File: src/rtl/bgpu_tblock_dispatcher_if.sv
// Register-window and thread-block dispatch signals of the BGPU dispatcher.
// slave = dispatcher side, master = system bus / compute cluster side.
interface bgpu_tblock_dispatcher_if #(
  parameter int unsigned PcWidth        = 32,
  parameter int unsigned AddressWidth   = 32,
  parameter int unsigned TblockIdxWidth = 28,
  parameter int unsigned TgroupIdWidth  = 8,
  parameter int unsigned NumCus         = 2
);
  logic                      reg_req;
  logic                      reg_we;
  logic [4:0]                reg_addr;
  logic [31:0]               reg_wdata;
  logic                      reg_rvalid;
  logic [31:0]               reg_rdata;
  logic                      reg_error;
  logic                      tblock_valid;
  logic                      tblock_ready;
  logic [PcWidth-1:0]        tblock_pc;
  logic [AddressWidth-1:0]   tblock_dp_addr;
  logic [TblockIdxWidth-1:0] tblock_idx;
  logic [TgroupIdWidth-1:0]  tblock_tgroup_id;
  logic [NumCus-1:0]         tblock_done;

  modport slave (
    input  reg_req, reg_we, reg_addr, reg_wdata, tblock_ready, tblock_done,
    output reg_rvalid, reg_rdata, reg_error,
    output tblock_valid, tblock_pc, tblock_dp_addr, tblock_idx, tblock_tgroup_id
  );

  modport master (
    output reg_req, reg_we, reg_addr, reg_wdata, tblock_ready, tblock_done,
    input  reg_rvalid, reg_rdata, reg_error,
    input  tblock_valid, tblock_pc, tblock_dp_addr, tblock_idx, tblock_tgroup_id
  );
endinterface

File: src/rtl/bgpu_tblock_dispatcher.sv
// BGPU thread-block dispatcher: holds the kernel launch configuration,
// issues thread blocks one at a time and counts their completions.
module bgpu_tblock_dispatcher #(
  parameter int unsigned PcWidth        = 32,
  parameter int unsigned AddressWidth   = 32,
  parameter int unsigned TblockIdxWidth = 28,
  parameter int unsigned TgroupIdWidth  = 8,
  parameter int unsigned NumCus         = 2
) (
  input logic                     clk_i,
  input logic                     rst_ni,
  bgpu_tblock_dispatcher_if.slave bus
);
  localparam int unsigned PopW = $clog2(NumCus + 1);
  localparam int unsigned CntW = TblockIdxWidth + 1;

  typedef enum logic [1:0] {IDLE, DISPATCH, WAIT_DONE, FINISHED} state_e;

  state_e                    state;
  logic [PcWidth-1:0]        pc;
  logic [AddressWidth-1:0]   dp_addr;
  logic [TblockIdxWidth-1:0] num_tblocks;
  logic [TgroupIdWidth-1:0]  tgroup_id;
  logic                      start_pending;
  logic                      finished;
  logic [TblockIdxWidth-1:0] finished_cnt;
  logic [TblockIdxWidth-1:0] idx;
  logic                      rvalid;
  logic [31:0]               rdata;
  logic                      error;

  logic                      running;
  logic                      addr_ok;
  logic                      is_status;
  logic                      cfg_we;
  logic                      start_we;
  logic [31:0]               rd_word;
  logic [PopW-1:0]           done_pop;
  logic [CntW-1:0]           cnt_sum;
  logic [TblockIdxWidth-1:0] cnt_next;

  assign running   = (state == DISPATCH) || (state == WAIT_DONE);
  assign addr_ok   = (bus.reg_addr[1:0] == 2'b00) && (bus.reg_addr <= 5'h10);
  assign is_status = (bus.reg_addr == 5'h10);
  assign cfg_we    = bus.reg_req && bus.reg_we && addr_ok && !is_status && !running;
  assign start_we  = bus.reg_req && bus.reg_we && is_status && !running;

  // Read mux over the current register contents, narrow fields zero-extended.
  always_comb begin
    rd_word = '0;
    case (bus.reg_addr)
      5'h00:   rd_word = 32'(pc);
      5'h04:   rd_word = 32'(dp_addr);
      5'h08:   rd_word = 32'(num_tblocks);
      5'h0C:   rd_word = 32'(tgroup_id);
      5'h10:   rd_word = 32'({finished_cnt, 1'b0, finished, running, start_pending});
      default: rd_word = '0;
    endcase
  end

  // Completion count update: popcount of this cycle's pulses, saturating at the block count.
  always_comb begin
    done_pop = '0;
    for (int i = 0; i < NumCus; i++) begin
      done_pop = done_pop + PopW'(bus.tblock_done[i]);
    end
    cnt_sum  = {1'b0, finished_cnt} + CntW'(done_pop);
    cnt_next = (cnt_sum > {1'b0, num_tblocks}) ? num_tblocks : cnt_sum[TblockIdxWidth-1:0];
  end

  // Register window, launch FSM and completion counter.
  always_ff @(posedge clk_i or negedge rst_ni) begin
    if (!rst_ni) begin
      state         <= IDLE;
      pc            <= '0;
      dp_addr       <= '0;
      num_tblocks   <= '0;
      tgroup_id     <= '0;
      start_pending <= 1'b0;
      finished      <= 1'b0;
      finished_cnt  <= '0;
      idx           <= '0;
      rvalid        <= 1'b0;
      rdata         <= '0;
      error         <= 1'b0;
    end else begin
      rvalid <= bus.reg_req;
      error  <= bus.reg_req && (!addr_ok || (bus.reg_we && running));
      rdata  <= (bus.reg_req && !bus.reg_we && addr_ok) ? rd_word : '0;

      if (cfg_we) begin
        case (bus.reg_addr)
          5'h00:   pc          <= bus.reg_wdata[PcWidth-1:0];
          5'h04:   dp_addr     <= bus.reg_wdata[AddressWidth-1:0];
          5'h08:   num_tblocks <= bus.reg_wdata[TblockIdxWidth-1:0];
          default: tgroup_id   <= bus.reg_wdata[TgroupIdWidth-1:0];
        endcase
      end
      if (start_we) begin
        start_pending <= 1'b1;
      end

      case (state)
        IDLE, FINISHED: begin
          // Launch: a start write landing in this same cycle is absorbed.
          if (start_pending) begin
            state         <= DISPATCH;
            start_pending <= 1'b0;
            finished_cnt  <= '0;
            idx           <= '0;
            finished      <= 1'b0;
          end
        end
        DISPATCH: begin
          finished_cnt <= cnt_next;
          if (num_tblocks == '0) begin
            state    <= FINISHED;
            finished <= 1'b1;
          end else if (bus.tblock_ready) begin
            idx <= idx + TblockIdxWidth'(1);
            if (idx == num_tblocks - TblockIdxWidth'(1)) begin
              state <= WAIT_DONE;
            end
          end
        end
        WAIT_DONE: begin
          finished_cnt <= cnt_next;
          if (cnt_next == num_tblocks) begin
            state    <= FINISHED;
            finished <= 1'b1;
          end
        end
        default: state <= IDLE;
      endcase
    end
  end

  assign bus.reg_rvalid       = rvalid;
  assign bus.reg_rdata        = rdata;
  assign bus.reg_error        = error;
  assign bus.tblock_valid     = (state == DISPATCH) && (num_tblocks != '0);
  assign bus.tblock_pc        = pc;
  assign bus.tblock_dp_addr   = dp_addr;
  assign bus.tblock_idx       = idx;
  assign bus.tblock_tgroup_id = tgroup_id;
endmodule

File: src/flat_wrapper.sv
// flat-port wrapper written by rule: the top's interface ports become plain ports
module bgpu_tblock_dispatcher_flat 
#(
  parameter int unsigned PcWidth        = 32,
  parameter int unsigned AddressWidth   = 32,
  parameter int unsigned TblockIdxWidth = 28,
  parameter int unsigned TgroupIdWidth  = 8,
  parameter int unsigned NumCus         = 2
)
  (clk_i, rst_ni, bus_reg_req, bus_reg_we, bus_reg_addr, bus_reg_wdata, bus_tblock_ready, bus_tblock_done, bus_reg_rvalid, bus_reg_rdata, bus_reg_error, bus_tblock_valid, bus_tblock_pc, bus_tblock_dp_addr, bus_tblock_idx, bus_tblock_tgroup_id);
  bgpu_tblock_dispatcher_if #(.PcWidth(PcWidth), .AddressWidth(AddressWidth), .TblockIdxWidth(TblockIdxWidth), .TgroupIdWidth(TgroupIdWidth), .NumCus(NumCus)) bus_i ();
  input logic clk_i;
  input logic rst_ni;
  input wire logic [$bits(bus_i.reg_req)-1:0] bus_reg_req;
  input wire logic [$bits(bus_i.reg_we)-1:0] bus_reg_we;
  input wire logic [$bits(bus_i.reg_addr)-1:0] bus_reg_addr;
  input wire logic [$bits(bus_i.reg_wdata)-1:0] bus_reg_wdata;
  input wire logic [$bits(bus_i.tblock_ready)-1:0] bus_tblock_ready;
  input wire logic [$bits(bus_i.tblock_done)-1:0] bus_tblock_done;
  output wire logic [$bits(bus_i.reg_rvalid)-1:0] bus_reg_rvalid;
  output wire logic [$bits(bus_i.reg_rdata)-1:0] bus_reg_rdata;
  output wire logic [$bits(bus_i.reg_error)-1:0] bus_reg_error;
  output wire logic [$bits(bus_i.tblock_valid)-1:0] bus_tblock_valid;
  output wire logic [$bits(bus_i.tblock_pc)-1:0] bus_tblock_pc;
  output wire logic [$bits(bus_i.tblock_dp_addr)-1:0] bus_tblock_dp_addr;
  output wire logic [$bits(bus_i.tblock_idx)-1:0] bus_tblock_idx;
  output wire logic [$bits(bus_i.tblock_tgroup_id)-1:0] bus_tblock_tgroup_id;
  assign bus_i.reg_req = bus_reg_req;
  assign bus_i.reg_we = bus_reg_we;
  assign bus_i.reg_addr = bus_reg_addr;
  assign bus_i.reg_wdata = bus_reg_wdata;
  assign bus_i.tblock_ready = bus_tblock_ready;
  assign bus_i.tblock_done = bus_tblock_done;
  assign bus_reg_rvalid = bus_i.reg_rvalid;
  assign bus_reg_rdata = bus_i.reg_rdata;
  assign bus_reg_error = bus_i.reg_error;
  assign bus_tblock_valid = bus_i.tblock_valid;
  assign bus_tblock_pc = bus_i.tblock_pc;
  assign bus_tblock_dp_addr = bus_i.tblock_dp_addr;
  assign bus_tblock_idx = bus_i.tblock_idx;
  assign bus_tblock_tgroup_id = bus_i.tblock_tgroup_id;
  bgpu_tblock_dispatcher #(.PcWidth(PcWidth), .AddressWidth(AddressWidth), .TblockIdxWidth(TblockIdxWidth), .TgroupIdWidth(TgroupIdWidth), .NumCus(NumCus)) u_core (.clk_i(clk_i), .rst_ni(rst_ni), .bus(bus_i));
endmodule
File: config.mk
export PLATFORM = sky130hd
export DESIGN_NAME = bgpu_tblock_dispatcher_flat
export DESIGN_NICKNAME = d
export VERILOG_FILES = /design/src/rtl/bgpu_tblock_dispatcher_if.sv /design/src/rtl/bgpu_tblock_dispatcher.sv /design/src/flat_wrapper.sv
export SDC_FILE = /design/constraint.sdc
export NUM_CORES = 1
export LEC_CHECK = 0
export BUFFER_PORTS_ARGS = -buffer_cell sky130_fd_sc_hd__buf_2
export CAP_MARGIN = 25
export CORE_MARGIN = 5
export CORE_UTILIZATION = 30
export CTS_BUF_LIST = sky130_fd_sc_hd__clkbuf_16
export DETAILED_ROUTE_END_ITERATION = 6
export HOLD_SLACK_MARGIN = 0.06
export PLACE_DENSITY = 0.58
export SLEW_MARGIN = 10
export SYNTH_ARGS = -nofsm -noshare
export SYNTH_HDL_FRONTEND = slang
export SYNTH_SLANG_ARGS = --single-unit
export TNS_END_PERCENT = 30
File: constraint.sdc
create_clock -name clk_i -period 10 [get_ports clk_i]
set_input_delay 1.5 -clock clk_i [delete_from_list [all_inputs] [get_ports clk_i]]
set_output_delay 1.5 -clock clk_i [all_outputs]
set_load 0.02 [all_outputs]
* Word level (Yosys, flattened, before mapping)
Index checks and enable logic that the tools add are counted.
** Word-level totals
- Register bits :: 194
- Latch bits :: 0
- Bits in writable memories :: 0
- ROM bits :: 0
- Input port bits :: 44
- Output and inout bits :: 135
- Memories :: 0
** Operators by class
- $add $sub $neg :: 4
- $mul :: 0
- Div/mod/pow operators :: 0
- Magnitude comparators :: 2
- Equality and inequality tests :: 16
- Shift operators :: 0
- Multiplexer cells :: 21
- Bitwise gates (word level) :: 1
- Reduce and logical (&&, ||, !) cells :: 34
** Operators with widths (number)
- $pmux 32 s5 :: 1
- $mux 28 :: 4
- $pmux 28 s2 :: 2
- $eq 28x28->1 :: 2
- $mux 32 :: 1
- $add 28x2->29 :: 1
- $gt 29x28->1 :: 1
- $add 28x1->28 const B :: 1
- $logic_not 28->1 :: 1
- $reduce_bool 28->1 :: 1
- $sub 28x1->28 const B :: 1
- $logic_and 1x1->1 :: 12
- $eq 5x4->1 const B :: 2
- $mux 2 :: 5
- $ne 2x2->1 const B :: 4
- $reduce_and 2->1 :: 4
- $reduce_and 4->1 :: 2
- $mux 1 :: 6
- $ne 3x3->1 const B :: 2
- $pmux 2 s3 :: 1
- $eq 5x3->1 const B :: 1
- $eq 5x5->1 const B :: 1
- $le 5x5->1 const B :: 1
- $logic_not 5->1 :: 1
- 13 further kinds :: 20

* Logic depth before layout (Yosys ltp)
Gate-level depths: netlist of the first run.
- Word-level depth :: 7
- Gate-level depth with buffers :: 19
- Mapped depth without buffers :: 16

* Worst setup path before layout of the first run
No wires, ideal clock.
- Kind :: input-to-reg
- From :: input port bus_tblock_done[0]
- To :: register u_core.finished_cnt[18]
- Setup time :: 0.121 ns
- Arrival time :: 5.072 ns
- Required time :: 9.879 ns
- Path slack :: 4.807 ns
- Stages on the path :: 16
- Buffers on the path :: 2
- Cell sequence :: fa_1 -> ha_1 -> nand4_1 -> or3_1 -> or3_1 -> xnor2_1 -> ha_1 -> nand4_1 -> nor3_1 -> a311oi_1 -> o211a_1 -> o22ai_1 -> clkbuf_1 -> buf_1 -> o21ai_0 -> a22o_1
** Between the ends
- Word-level cells in the longest chain between the ends :: 5
** RTL lines
- start, declared :: RTL line flat_wrapper.sv:19 : input wire logic [$bits(bus_i.tblock_done)-1:0] bus_tblock_done;
- $add 1x1->2 (*) :: RTL line bgpu_tblock_dispatcher.sv:65 : done_pop = done_pop + PopW'(bus.tblock_done[i]);
- $add 28x2->29 (*) :: RTL line bgpu_tblock_dispatcher.sv:67 : cnt_sum = {1'b0, finished_cnt} + CntW'(done_pop);
- $gt 29x28->1 :: RTL line bgpu_tblock_dispatcher.sv:68 : cnt_next = (cnt_sum > {1'b0, num_tblocks}) ? num_tblocks : cnt_sum[TblockIdxWidth-1:0];
- $mux 28 (*) :: RTL line bgpu_tblock_dispatcher.sv:68
- $pmux 28 s2 (*) :: RTL line bgpu_tblock_dispatcher.sv:103 : case (state)
- end signal, assigned :: RTL line bgpu_tblock_dispatcher.sv:115 : finished_cnt <= cnt_next;
- end signal, assigned :: RTL line bgpu_tblock_dispatcher.sv:127 : finished_cnt <= cnt_next;
- end, declared :: RTL line bgpu_tblock_dispatcher.sv:26 : logic [TblockIdxWidth-1:0] finished_cnt;
Every way passes the cells marked *; elsewhere a longest branch is shown, timed or not.
A chain may end at the register's enable or synchronous reset.

* Worst setup path after layout of the first run
- From :: input port bus_tblock_done[0]
- To :: register u_core.state[1]
** Between the ends
- Word-level cells in the longest chain between the ends :: 7
** RTL lines
- $add 1x1->2 (*) :: RTL line bgpu_tblock_dispatcher.sv:65
- $add 28x2->29 (*) :: RTL line bgpu_tblock_dispatcher.sv:67
- $gt 29x28->1 :: RTL line bgpu_tblock_dispatcher.sv:68
- $mux 28 (*) :: RTL line bgpu_tblock_dispatcher.sv:68
- $eq 28x28->1 (*) :: RTL line bgpu_tblock_dispatcher.sv:128 : if (cnt_next == num_tblocks) begin
- $ne 2x2->1 (no source line) (*)
- $reduce_and 4->1 (no source line) (*)
- end signal, assigned :: RTL line bgpu_tblock_dispatcher.sv:74 : state <= IDLE;
- end signal, assigned :: RTL line bgpu_tblock_dispatcher.sv:129 : state <= FINISHED;
- end signal, assigned :: RTL line bgpu_tblock_dispatcher.sv:133 : default: state <= IDLE;
- end, declared :: RTL line bgpu_tblock_dispatcher.sv:19 : state_e state;
Marks and branches as above.

==> run summary, run 1 <==
status -> complete, no violations
MaxCap Viol Count -> 0
Die W -> 205.1 microns
crit path max fanout -> 56
RSZ-0062 raised after global routing -> no
Final Hold Fails -> 0
Post-CTS Repair Setup Buffers -> 0
Util after Layout -> 35.48%
CP max stage delay -> 600 ps
Clk Latency, worst-skew pair -> 460 ps
pwr dens -> 167.6 nW/um^2
peak supply drop -> 121.3 uV
CTS Sinks -> 194
Slew @ Worst Pin -> 1118 ps
Yosys Warn Count -> 0
largest net degree at the start of global routing -> 69
Post-synth EDFFs -> 0
DP Wirelength -> 28,230 microns
Avg Inst Size Synth -> 9.495 sq um
P&R area growth vs syn -> 17.01%
ratio of cells with drive above 1 in the final layout -> 24.40%
initial antenna violation count -> 2
CTS Hold Bufs -> 0
worst path arrival time -> 6230 ps
syn nets -> 1,281
Worst-path clk slew -> 80 ps
core area -> 37,670 sq um
Residual DRC -> 0
Std-Cell Rows -> 71
CTS root buf -> clkbuf_16
nets@finish -> 1,401
setup ws final -> 4146 ps
via count -> 9,779
WL/cell -> 20.44 microns
DIE AREA -> 42,080 sq um
Crit-path slowest cell -> nor3_1
kind of cell adding the most delay to the critical path -> simple AND/OR/NAND/NOR gates
CTS tree -> done
Max Root-Sink Buffers -> 2
Overall Power -> 0.002240 W
Setup CP Type -> in -> reg
first-pass GRT wire length -> 58,310 microns
Ports -> 179
Num CTS Buffers -> 17
worst hold slack -> 535.2 ps
setup_tns -> 0 ps
drt pass-1 iters -> 6
vias in the first global route -> 9,783
FILL cells -> 3,950
Critical Path Source Type -> input port
Iter 0 DRT Violations -> 670
drt via density -> 5.295
CTS resizes -> 0
Cell Area, Synth -> 11,420 sq um
Critical Path RT -> 10,380 ps
PortBufs -> 178
minimum clock period -> 5854 ps
count of cell types in the netlist -> 71
Hold Crit Class -> reg -> reg
RePlAce Congestion -> 0.9028
Cell Chain, Critical Path -> buf_2 -> fa_1 -> and4_1 -> nand3_1 -> nor3_1 -> nand3_1 -> xnor2_1 -> ha_1 -> and4_1 -> nand2_1 -> nor3_1 -> o31ai_1 -> o211a_1 -> o22ai_4 -> buf_4 -> nor2_1 -> a21boi_2 -> mux2i_1
leakage power -> 5.999 nW
Place WS -> 3749 ps
nature of the critical path endpoint -> flop
Total GRT Usage -> 17.84%
Mapped Cells -> 1,203
max-slew violation count -> 0
FF+latch count, synth -> 194
Initial Utilization -> 30.32%
async set-reset flop share out of synthesis -> 100.0%
# diodes -> 0
Worst slew margin -> 23.51%
Fmax -> 0.1708 GHz
Die Y -> 205.1 microns
DRT antenna net count -> 0
global route overflow -> 0
Final Cycle Share -> 58.54%
main flop type after synthesis -> dfrtp_1
Setup Skew -> 12.37 ps
Crit path buffers/inverters -> 2
sequential share of the synthesized area -> 42.50%
H-tree depth -> 4
detailed-route wire length -> 37,750 microns
Final setup violation count -> 0
## routing by layer
metal / vias to the layer above / GRT usage [%] / routed length [microns]
li1: 4599 / - / -
met1: 4875 / 24.15 / 17290
met2: 269 / 29.54 / 17990
met3: 32 / 3.483 / 1871
met4: 4 / 4.258 / 575
met5: - / 0 / 21
## path summary, 6_finish.rpt
| kind | cells after the start | end | slack, ps | from |
|---|---|---|---|---|
| min in group asynchronous | 1 | u_core.bus.tblock_idx[16] | 1030 | rst_ni |
| hold reg to reg | 1 | u_core.bus.tblock_pc[23] | 540 | u_core.bus.tblock_pc[23] |
| hold / removal | 1 | u_core.bus.tblock_pc[23] | 540 | u_core.bus.tblock_pc[23] |
| setup / recovery | 18 | u_core.state[1] | 4150 | bus_tblock_done[0] |
| max in group asynchronous | 3 | u_core.num_tblocks[11] | 6800 | rst_ni |
| setup reg to reg | 17 | u_core.state[1] | 4820 | u_core.finished_cnt[0] |
## layout by cell type, fill, tap and decap left out, types with 51 or more instances in the layout
cell / count
a22oi_1: 51
nor2_1: 57
inv_1: 54
xnor2_1: 60
mux2_2: 73
dfrtp_1: 194
o21ai_0: 76
nand2_1: 96
a21oi_1: 77
buf_2: 177
## where the power goes
group	leakage [nW]	switching [W]	internal, W
Combinational	3.19	0.000388	0.000200
Clock	0.272	0.000349	0.000351
Sequential	2.53	0.000109	0.000843
## synthesized netlist by cell type, types with 33 or more instances
| cell | n | area share [%] |
|---|---|---|
| mux2_2 | 73 | 7.2 |
| dfrtp_1 | 194 | 43 |
| clkbuf_1 | 69 | 2.3 |
| inv_1 | 54 | 1.8 |
| xnor2_1 | 60 | 4.6 |
| o21ai_0 | 76 | 3.3 |
| nor2_1 | 59 | 1.9 |
| xor2_1 | 42 | 3.2 |
| nor3_1 | 40 | 1.8 |
| nand3_1 | 45 | 2.0 |
| nand2_1 | 96 | 3.2 |
| ha_1 | 33 | 3.6 |
| a22oi_1 | 51 | 3.4 |
| a21oi_1 | 77 | 3.4 |
## cell families after synthesis
kind of cell | after synthesis | share of synthesized area (%)
adders and majority gates | 34 | 3.790
and+or+nand+nor | 354 | 16.08
buffers and inverters | 151 | 5.367
AOI/OAI and AO/OA | 286 | 16.29
DFF | 194 | 42.50
muxes | 80 | 7.810
xor gates and xnor gates | 104 | 8.161
## flip-flops by register name, indices dropped and copies added, names as in the netlist, 2 cells and up
| register | count |
|---|---|
| u_core.finished_cnt | 28 |
| u_core.state | 2 |
| u_core.num_tblocks | 28 |
| u_core.bus.reg_rdata | 32 |
| u_core.bus.tblock_idx | 28 |
| u_core.bus.tblock_tgroup_id | 8 |
| u_core.bus.tblock_pc | 32 |
| u_core.bus.tblock_dp_addr | 32 |
## final cells by class
cell class / count / area [sq um] / share of cell area, %
multi-input cells: 858 / 6015 / 45.00
flip-flops and latches: 194 / 4855 / 36.32
repair buffers: 197 / 1079 / 8.070
well taps: 511 / 639.4 / 4.784
clock buffers: 17 / 425.4 / 3.183
inverters: 55 / 206.4 / 1.545
clock inverters: 15 / 146.4 / 1.095
## metrics by stage
step / std cells / cell area [sq um]
after global routing: 1847 / 13370
after CTS: 1846 / 13360
after floorplan: 1203 / 11420
after global placement: 1811 / 12730
final: 1847 / 13370
after detailed placement: 1814 / 12790
(Power assumes the default switching activity.)
==> run 2, diff against run 1 <==
==> constraint.sdc (replaced) <==
create_clock -name clk_i -period 5.76 [get_ports clk_i]
set_input_delay 0.864 -clock clk_i [delete_from_list [all_inputs] [get_ports clk_i]]
set_output_delay 0.864 -clock clk_i [all_outputs]
set_load 0.02 [all_outputs]
==> run 2 against run 1 <==
Net effect:
- worst setup slack got worse by 3200 ps
- die area is the same
- clock skew down 3.3 ps
- power is 71% higher
- critical endpoint is now u_core.finished_cnt[25]
- largest power group unchanged
- clock power is 67% higher
- largest cell class unchanged
- sequential share of layout area is 0.078 points lower
- register-to-register slack got worse by 3900 ps
==> run summary, run 2 (same netlist as run 1, synthesis figures left out) <==
Final setup violation count -> 0 (unchanged)
global route overflow -> 0 (unchanged)
via count -> 9,869 (was 9,779)
crit path max fanout -> 7 (was 56)
Worst-path clk slew -> 80 ps (about the same)
Ports -> 179 (unchanged)
Hold Crit Class -> in -> async (was reg -> reg)
drt via density -> 5.340 (was 5.295)
WL/cell -> 20.21 microns (was 20.44 microns)
Sw Share -> 37.97% (was 37.78%)
CP max stage delay -> 570 ps (was 600 ps)
PortBufs -> 178 (unchanged)
CTS root buf -> clkbuf_16 (unchanged)
status -> complete, no violations (unchanged)
RePlAce Congestion -> 0.9301 (was 0.9028)
final instance area -> 13,390 sq um (was 13,370 sq um)
first-pass GRT wire length -> 58,100 microns (was 58,310 microns)
Final Cycle Share -> 83.79%
pwr dens -> 286.6 nW/um^2 (was 167.6 nW/um^2)
detailed-route wire length -> 37,350 microns (was 37,750 microns)
crit path to -> u_core.finished_cnt[25] (was u_core.state[1])
clock network power share -> 30.5% (was 31.3%)
worst path arrival time -> 5190 ps (was 6230 ps)
Fmax -> 0.2072 GHz
initial antenna violation count -> 1 (was 2)
peak supply drop -> 194.0 uV (was 121.3 uV)
Setup CP Type -> in -> reg (unchanged)
Total GRT Usage -> 17.71% (was 17.84%)
Placement Cell Area -> 12,810 sq um (was 12,790 sq um)
DRT antenna net count -> 0 (unchanged)
Worst slew margin -> 35.63% (was 23.51%)
core area -> 37,670 sq um (unchanged)
Iter 0 DRT Violations -> 783 (was 670)
nature of the critical path endpoint -> flop (unchanged)
Num CTS Buffers -> 17 (unchanged)
ratio of cells with drive above 1 in the final layout -> 24.46% (was 24.40%)
internal power -> 0.002382 W (was 0.001394 W)
CTS Hold Bufs -> 0 (unchanged)
CP dominant cell by count -> nor3_1
Critical Path RT -> 6130 ps (was 10,380 ps)
# diodes -> 0 (unchanged)
r2r setup slk -> 970 ps (was 4820 ps)
MaxCap Viol Count -> 0 (unchanged)
Residual DRC -> 0 (unchanged)
Setup crit start -> bus_tblock_done[0] (unchanged)
largest net degree at the start of global routing -> 114 (was 69)
Crit path buffers/inverters -> 2 (unchanged)
CTS Sinks -> 194 (unchanged)
DIE AREA -> 42,080 sq um (unchanged)
Clk Latency, worst-skew pair -> 450 ps (was 460 ps)
FILL cells -> 3,922 (was 3,950)
most frequent cells in the layout -> dfrtp_1 (194), buf_2 (177), nand2_1 (96) (unchanged)
commonest non-fill, non-tap cell in the layout -> dfrtp_1 (unchanged)
sequential share of power -> 43.1% (was 42.5%)
Std-Cell Rows -> 71 (unchanged)
P&R area growth vs syn -> 17.26% (was 17.01%)
Final Hold Fails -> 0 (unchanged)
setup_tns -> 0 ps (unchanged)
RSZ-0062 raised after global routing -> no (unchanged)
r2r startpoint -> u_core.finished_cnt[0] (unchanged)
Die Y -> 205.1 microns (unchanged)
drt pass-1 iters -> 6 (unchanged)
Die W -> 205.1 microns (unchanged)
Setup Skew -> 9.110 ps (was 12.37 ps)
reg-to-reg endpoint -> u_core.finished_cnt[25] (was u_core.state[1])
Worst R2R Path Depth -> 17 (unchanged)
nets@finish -> 1,402 (was 1,401)
Slew @ Worst Pin -> 965.6 ps (was 1118 ps)
H-tree depth -> 4 (unchanged)
vias in the first global route -> 9,754 (was 9,783)
CTS tree -> done (unchanged)
CTS resizes -> 0 (unchanged)
kind of cell adding the most delay to the critical path -> simple AND/OR/NAND/NOR gates (unchanged)
Max Root-Sink Buffers -> 2 (unchanged)
Cell Chain, Critical Path -> buf_2 -> fa_1 -> and4_1 -> nand3_1 -> nor3_1 -> nand3_1 -> xnor2_1 -> ha_1 -> and4_1 -> nand2_1 -> nor3_1 -> nand2_1 -> nor3_1 -> o22ai_4 -> nor2_1 -> buf_4 -> a21oi_1 -> o22ai_1 (was buf_2 -> fa_1 -> and4_1 -> nand3_1 -> nor3_1 -> nand3_1 -> xnor2_1 -> ha_1 -> and4_1 -> nand2_1 -> nor3_1 -> o31ai_1 -> o211a_1 -> o22ai_4 -> buf_4 -> nor2_1 -> a21boi_2 -> mux2i_1)
Critical Path Source Type -> input port (unchanged)
Crit-path slowest cell -> nor3_1 (unchanged)
Post-CTS Repair Setup Buffers -> 0 (unchanged)
P_sw -> 0.001458 W (was 0.0008465 W)
WP depth -> 18 (unchanged)
Initial Utilization -> 30.32% (unchanged)
max-slew violation count -> 0 (unchanged)
minimum clock period -> 4826 ps
DP Wirelength -> 28,190 microns (was 28,230 microns)
leakage power -> 6.027 nW (was 5.999 nW)
Combinational Power Share -> 26.3% (was 26.2%)
[run 2: layer usage]
metal / wire length, microns / part of all wire, % / track usage (%) / vias up
li1: - / - / - / 4601
met1: 17000 / 46 / 24.30 / 4906
met2: 17330 / 46 / 28.23 / 315
met3: 2026 / 5.4 / 3.720 / 45
met4: 986 / 2.6 / 5.287 / 2
met5: 13 / 0.035 / 0 / -
[run 2: worst reg2reg max path, stage by stage, from the launching register on]
cell and delay, ps:
dfrtp_1 430, fa_1 350, and4_1 400, nand3_1 250
nor3_1 570, nand3_1 270, xnor2_1 180, ha_1 300
and4_1 220, nand2_1 60, nor3_1 280, nand2_1 90
nor3_1 330, o22ai_4 120, nor2_1 390, buf_4 240
a21oi_1 70, o22ai_1 170
[run 2: worst min path at each step]
stage	from	slack [ps]	endpoint
after floorplan	u_core.finished	490	u_core.finished
after CTS	u_core.bus.tblock_dp_addr[10]	530	u_core.bus.tblock_dp_addr[10]
after global routing	rst_ni	320	u_core.bus.tblock_dp_addr[26]
after detailed placement	u_core.bus.tblock_dp_addr[10]	520	u_core.bus.tblock_dp_addr[10]
after global placement	u_core.bus.tblock_tgroup_id[4]	510	u_core.bus.tblock_tgroup_id[4]
final	rst_ni	320	u_core.bus.reg_rdata[26]
[run 2: power by group through the flow]
stage          logic, W  clock network [W]  registers (W)
6_report        0.00101            0.00117        0.00165
5_1_grt         0.00112            0.00126        0.00167
4_1_cts         0.00101            0.00121        0.00165
3_5_place_dp    0.00101                  0        0.00168
3_3_place_gp   0.000992                  0        0.00168
2_1_floorplan  0.000686                  0        0.00160
[run 2: area by class of cell]
| cell class | instances | area [sq um] | area share, % |
|---|---|---|---|
| inverter | 55 | 206.4 | 1.541 |
| tap | 511 | 639.4 | 4.773 |
| multi-input combinational | 858 | 6015 | 44.90 |
| sequential | 194 | 4855 | 36.24 |
| timing repair buffer | 198 | 1135 | 8.473 |
| clock inverter | 15 | 118.9 | 0.8874 |
| clock buffer | 17 | 425.4 | 3.176 |
[run 2: through the flow]
stage	total power (W)	hold WS [ps]	util [%]	instances	setup WS, ps
floorplan	0.002291	487.0	-	1203	1203
global placement	0.002667	510.9	33.88	1812	669.0
detailed placement	0.002685	516.9	34.02	1814	552.2
CTS	0.003870	534.8	35.47	1846	1015
global route	0.004047	318.7	35.56	1848	599.8
finish	0.003839	318.0	35.56	1848	933.9
==> run 3, diff against run 2 <==
==> constraint.sdc (replaced) <==
create_clock -name clk_i -period 5 [get_ports clk_i]
set_input_delay 0.75 -clock clk_i [delete_from_list [all_inputs] [get_ports clk_i]]
set_output_delay 0.75 -clock clk_i [all_outputs]
set_load 0.02 [all_outputs]
==> run 3 against run 2 <==
Net effect:
- critical path depth decreased by 2
- power increased by 19%
- sequential cell count unchanged
- hold slack gained 48 ps
- count of clock-buffer cells in the layout unchanged
- routed wire length up 1.0%
- combinational power is 17% higher
- cell count up 0.49%
- non-clock buffer count increased by 9
- core utilization is 0.26 points higher
- die area is the same
- register-to-register slack worse by 470 ps
- largest cell class unchanged
==> run summary, run 3 (same netlist as run 1, synthesis figures left out) <==
Setup CP Type -> reg -> reg (was in -> reg)
largest net degree at the start of global routing -> 99 (was 114)
Initial Utilization -> 30.32% (unchanged)
status -> complete, no violations (unchanged)
Worst-path clk slew -> 80 ps (about the same)
nets@finish -> 1,411 (was 1,402)
Clk Latency, worst-skew pair -> 450 ps (about the same)
most frequent cells in the layout -> dfrtp_1 (194), buf_2 (177), nand2_1 (96) (unchanged)
Setup Skew -> 12.47 ps (was 9.110 ps)
Final Hold Fails -> 0 (unchanged)
CTS root buf -> clkbuf_16 (unchanged)
max-slew violation count -> 0 (unchanged)
Std-Cell Rows -> 71 (unchanged)
via count -> 9,856 (was 9,869)
peak supply drop -> 250.8 uV (was 194.0 uV)
Residual DRC -> 0 (unchanged)
leakage power -> 6.082 nW (was 6.027 nW)
CTS Sinks -> 194 (unchanged)
Slew @ Worst Pin -> 987.8 ps (was 965.6 ps)
drt pass-1 iters -> 6 (unchanged)
Hold Crit Class -> in -> async (unchanged)
Fmax -> 0.2222 GHz
Die W -> 205.1 microns (unchanged)
Max Root-Sink Buffers -> 2 (unchanged)
CTS resizes -> 0 (unchanged)
detailed-route wire length -> 37,730 microns (was 37,350 microns)
worst hold slack -> 365.6 ps (was 318.0 ps)
Final setup violation count -> 0 (unchanged)
Crit-path slowest cell -> or3_1 (was nor3_1)
nature of the critical path endpoint -> flop (unchanged)
PortBufs -> 178 (unchanged)
RePlAce Congestion -> 0.9517 (was 0.9301)
CTS tree -> done (unchanged)
Critical Path Source Type -> flop (was input port)
Num CTS Buffers -> 17 (unchanged)
minimum clock period -> 4500 ps
H-tree depth -> 4 (unchanged)
Util after Layout -> 35.82% (was 35.56%)
worst path arrival time -> 4850 ps (was 5190 ps)
# diodes -> 0 (unchanged)
global route overflow -> 0 (unchanged)
crit path max fanout -> 8 (was 7)
drt via density -> 5.307 (was 5.340)
Post-CTS Repair Setup Buffers -> 0 (unchanged)
DRT antenna net count -> 0 (unchanged)
RSZ-0062 raised after global routing -> no (unchanged)
setup_tns -> 0 ps (unchanged)
vias in the first global route -> 9,669 (was 9,754)
ratio of cells with drive above 1 in the final layout -> 25.04% (was 24.46%)
DP Wirelength -> 28,520 microns (was 28,190 microns)
initial antenna violation count -> 0 (was 1)
Worst slew margin -> 34.14% (was 35.63%)
CTS Hold Bufs -> 0 (unchanged)
DIE AREA -> 42,080 sq um (unchanged)
Iter 0 DRT Violations -> 803 (was 783)
Total GRT Usage -> 17.89% (was 17.71%)
setup ws final -> 500.2 ps (was 933.9 ps)
MaxCap Viol Count -> 0 (unchanged)
commonest non-fill, non-tap cell in the layout -> dfrtp_1 (unchanged)
first-pass GRT wire length -> 58,440 microns (was 58,100 microns)
Die Y -> 205.1 microns (unchanged)
pwr dens -> 339.4 nW/um^2 (was 286.6 nW/um^2)
core area -> 37,670 sq um (unchanged)
Critical Path RT -> 5350 ps (was 6130 ps)
Ports -> 179 (unchanged)
CP max stage delay -> 450 ps (was 570 ps)
Final Cycle Share -> 90.00%
Place WS -> 134.4 ps (was 552.2 ps)
Cell Chain, Critical Path -> fa_1 -> ha_1 -> nand4_1 -> or3_1 -> or3_1 -> xnor2_1 -> ha_1 -> nand4_1 -> nor3_1 -> o31ai_1 -> o211a_1 -> o22ai_4 -> nor2_1 -> buf_4 -> a21o_1 -> a22o_1 (was buf_2 -> fa_1 -> and4_1 -> nand3_1 -> nor3_1 -> nand3_1 -> xnor2_1 -> ha_1 -> and4_1 -> nand2_1 -> nor3_1 -> nand2_1 -> nor3_1 -> o22ai_4 -> nor2_1 -> buf_4 -> a21oi_1 -> o22ai_1)
P&R area growth vs syn -> 18.11% (was 17.26%)
WL/cell -> 20.32 microns (was 20.21 microns)
## run 3: changes by cell type in the layout (fill, tap and decap cells not counted)
| cell | before | now |
|---|---|---|
| buf_12 | 2 | 0 |
| buf_16 | 3 | 2 |
| buf_4 | 15 | 27 |
| bufinv_16 | 0 | 3 |
| clkinv_2 | 2 | 1 |
| clkinvlp_4 | 0 | 1 |
| inv_1 | 55 | 54 |
| inv_6 | 8 | 5 |
| inv_8 | 2 | 3 |
## run 3: metrics by stage
step	instances	cell area [sq um]	total power (W)
detailed placement	1825	12870	0.003107
CTS	1857	13490	0.004622
floorplan	1203	11420	0.002639
global placement	1823	12820	0.003092
global route	1857	13490	0.004850
finish	1857	13490	0.004578
## run 3: cell type report
| class | instances | area [sq um] |
|---|---|---|
| timing repair buffer | 207 | 1157 |
| clock buffer | 17 | 425.4 |
| tap | 511 | 639.4 |
| clock inverter | 15 | 192.7 |
| multi-input combinational | 858 | 6015 |
| inverter | 55 | 206.4 |
| fill | 3912 | 24180 |
| sequential | 194 | 4855 |
## run 3: critical path, delay by kind of cell, from the launching register on
family / cells / cell delay (ps)
AND/OR/NAND/NOR: 6 / 1600
adder cells (fa/ha/maj): 3 / 1030
AO/OA/AOI/OAI: 5 / 960
flip-flops: 1 / 430
buffers and inverters: 1 / 200
XOR/XNOR: 1 / 150
## run 3: final timing paths
path,start,end,slack (ps),cells after the start
max in group asynchronous,rst_ni,u_core.bus.tblock_dp_addr[19],3600,2
setup reg to reg,u_core.finished_cnt[0],u_core.finished_cnt[18],500,16
setup / recovery,u_core.finished_cnt[0],u_core.finished_cnt[18],500,16
min in group clk_i,bus_reg_req,u_core.bus.reg_rvalid,480,1
hold reg to reg,u_core.bus.tblock_tgroup_id[5],u_core.bus.tblock_tgroup_id[5],540,1
hold / removal,rst_ni,u_core.bus.tblock_dp_addr[23],370,1
## run 3: report_power, final
group	internal (W)	switching, W
logic	0.000405	0.000774
clock network	0.000805	0.000692
registers	0.00169	0.000217
## run 3: layer usage
metal	GRT usage (%)	share of wire [%]	routed length, microns	vias to the layer above
met2	28.29	46	17530	323
met5	0	0	0	-
li1	-	-	-	4616
met3	3.340	5.7	2132	47
met1	24.63	45	16940	4870
met4	6.220	3.0	1130	0
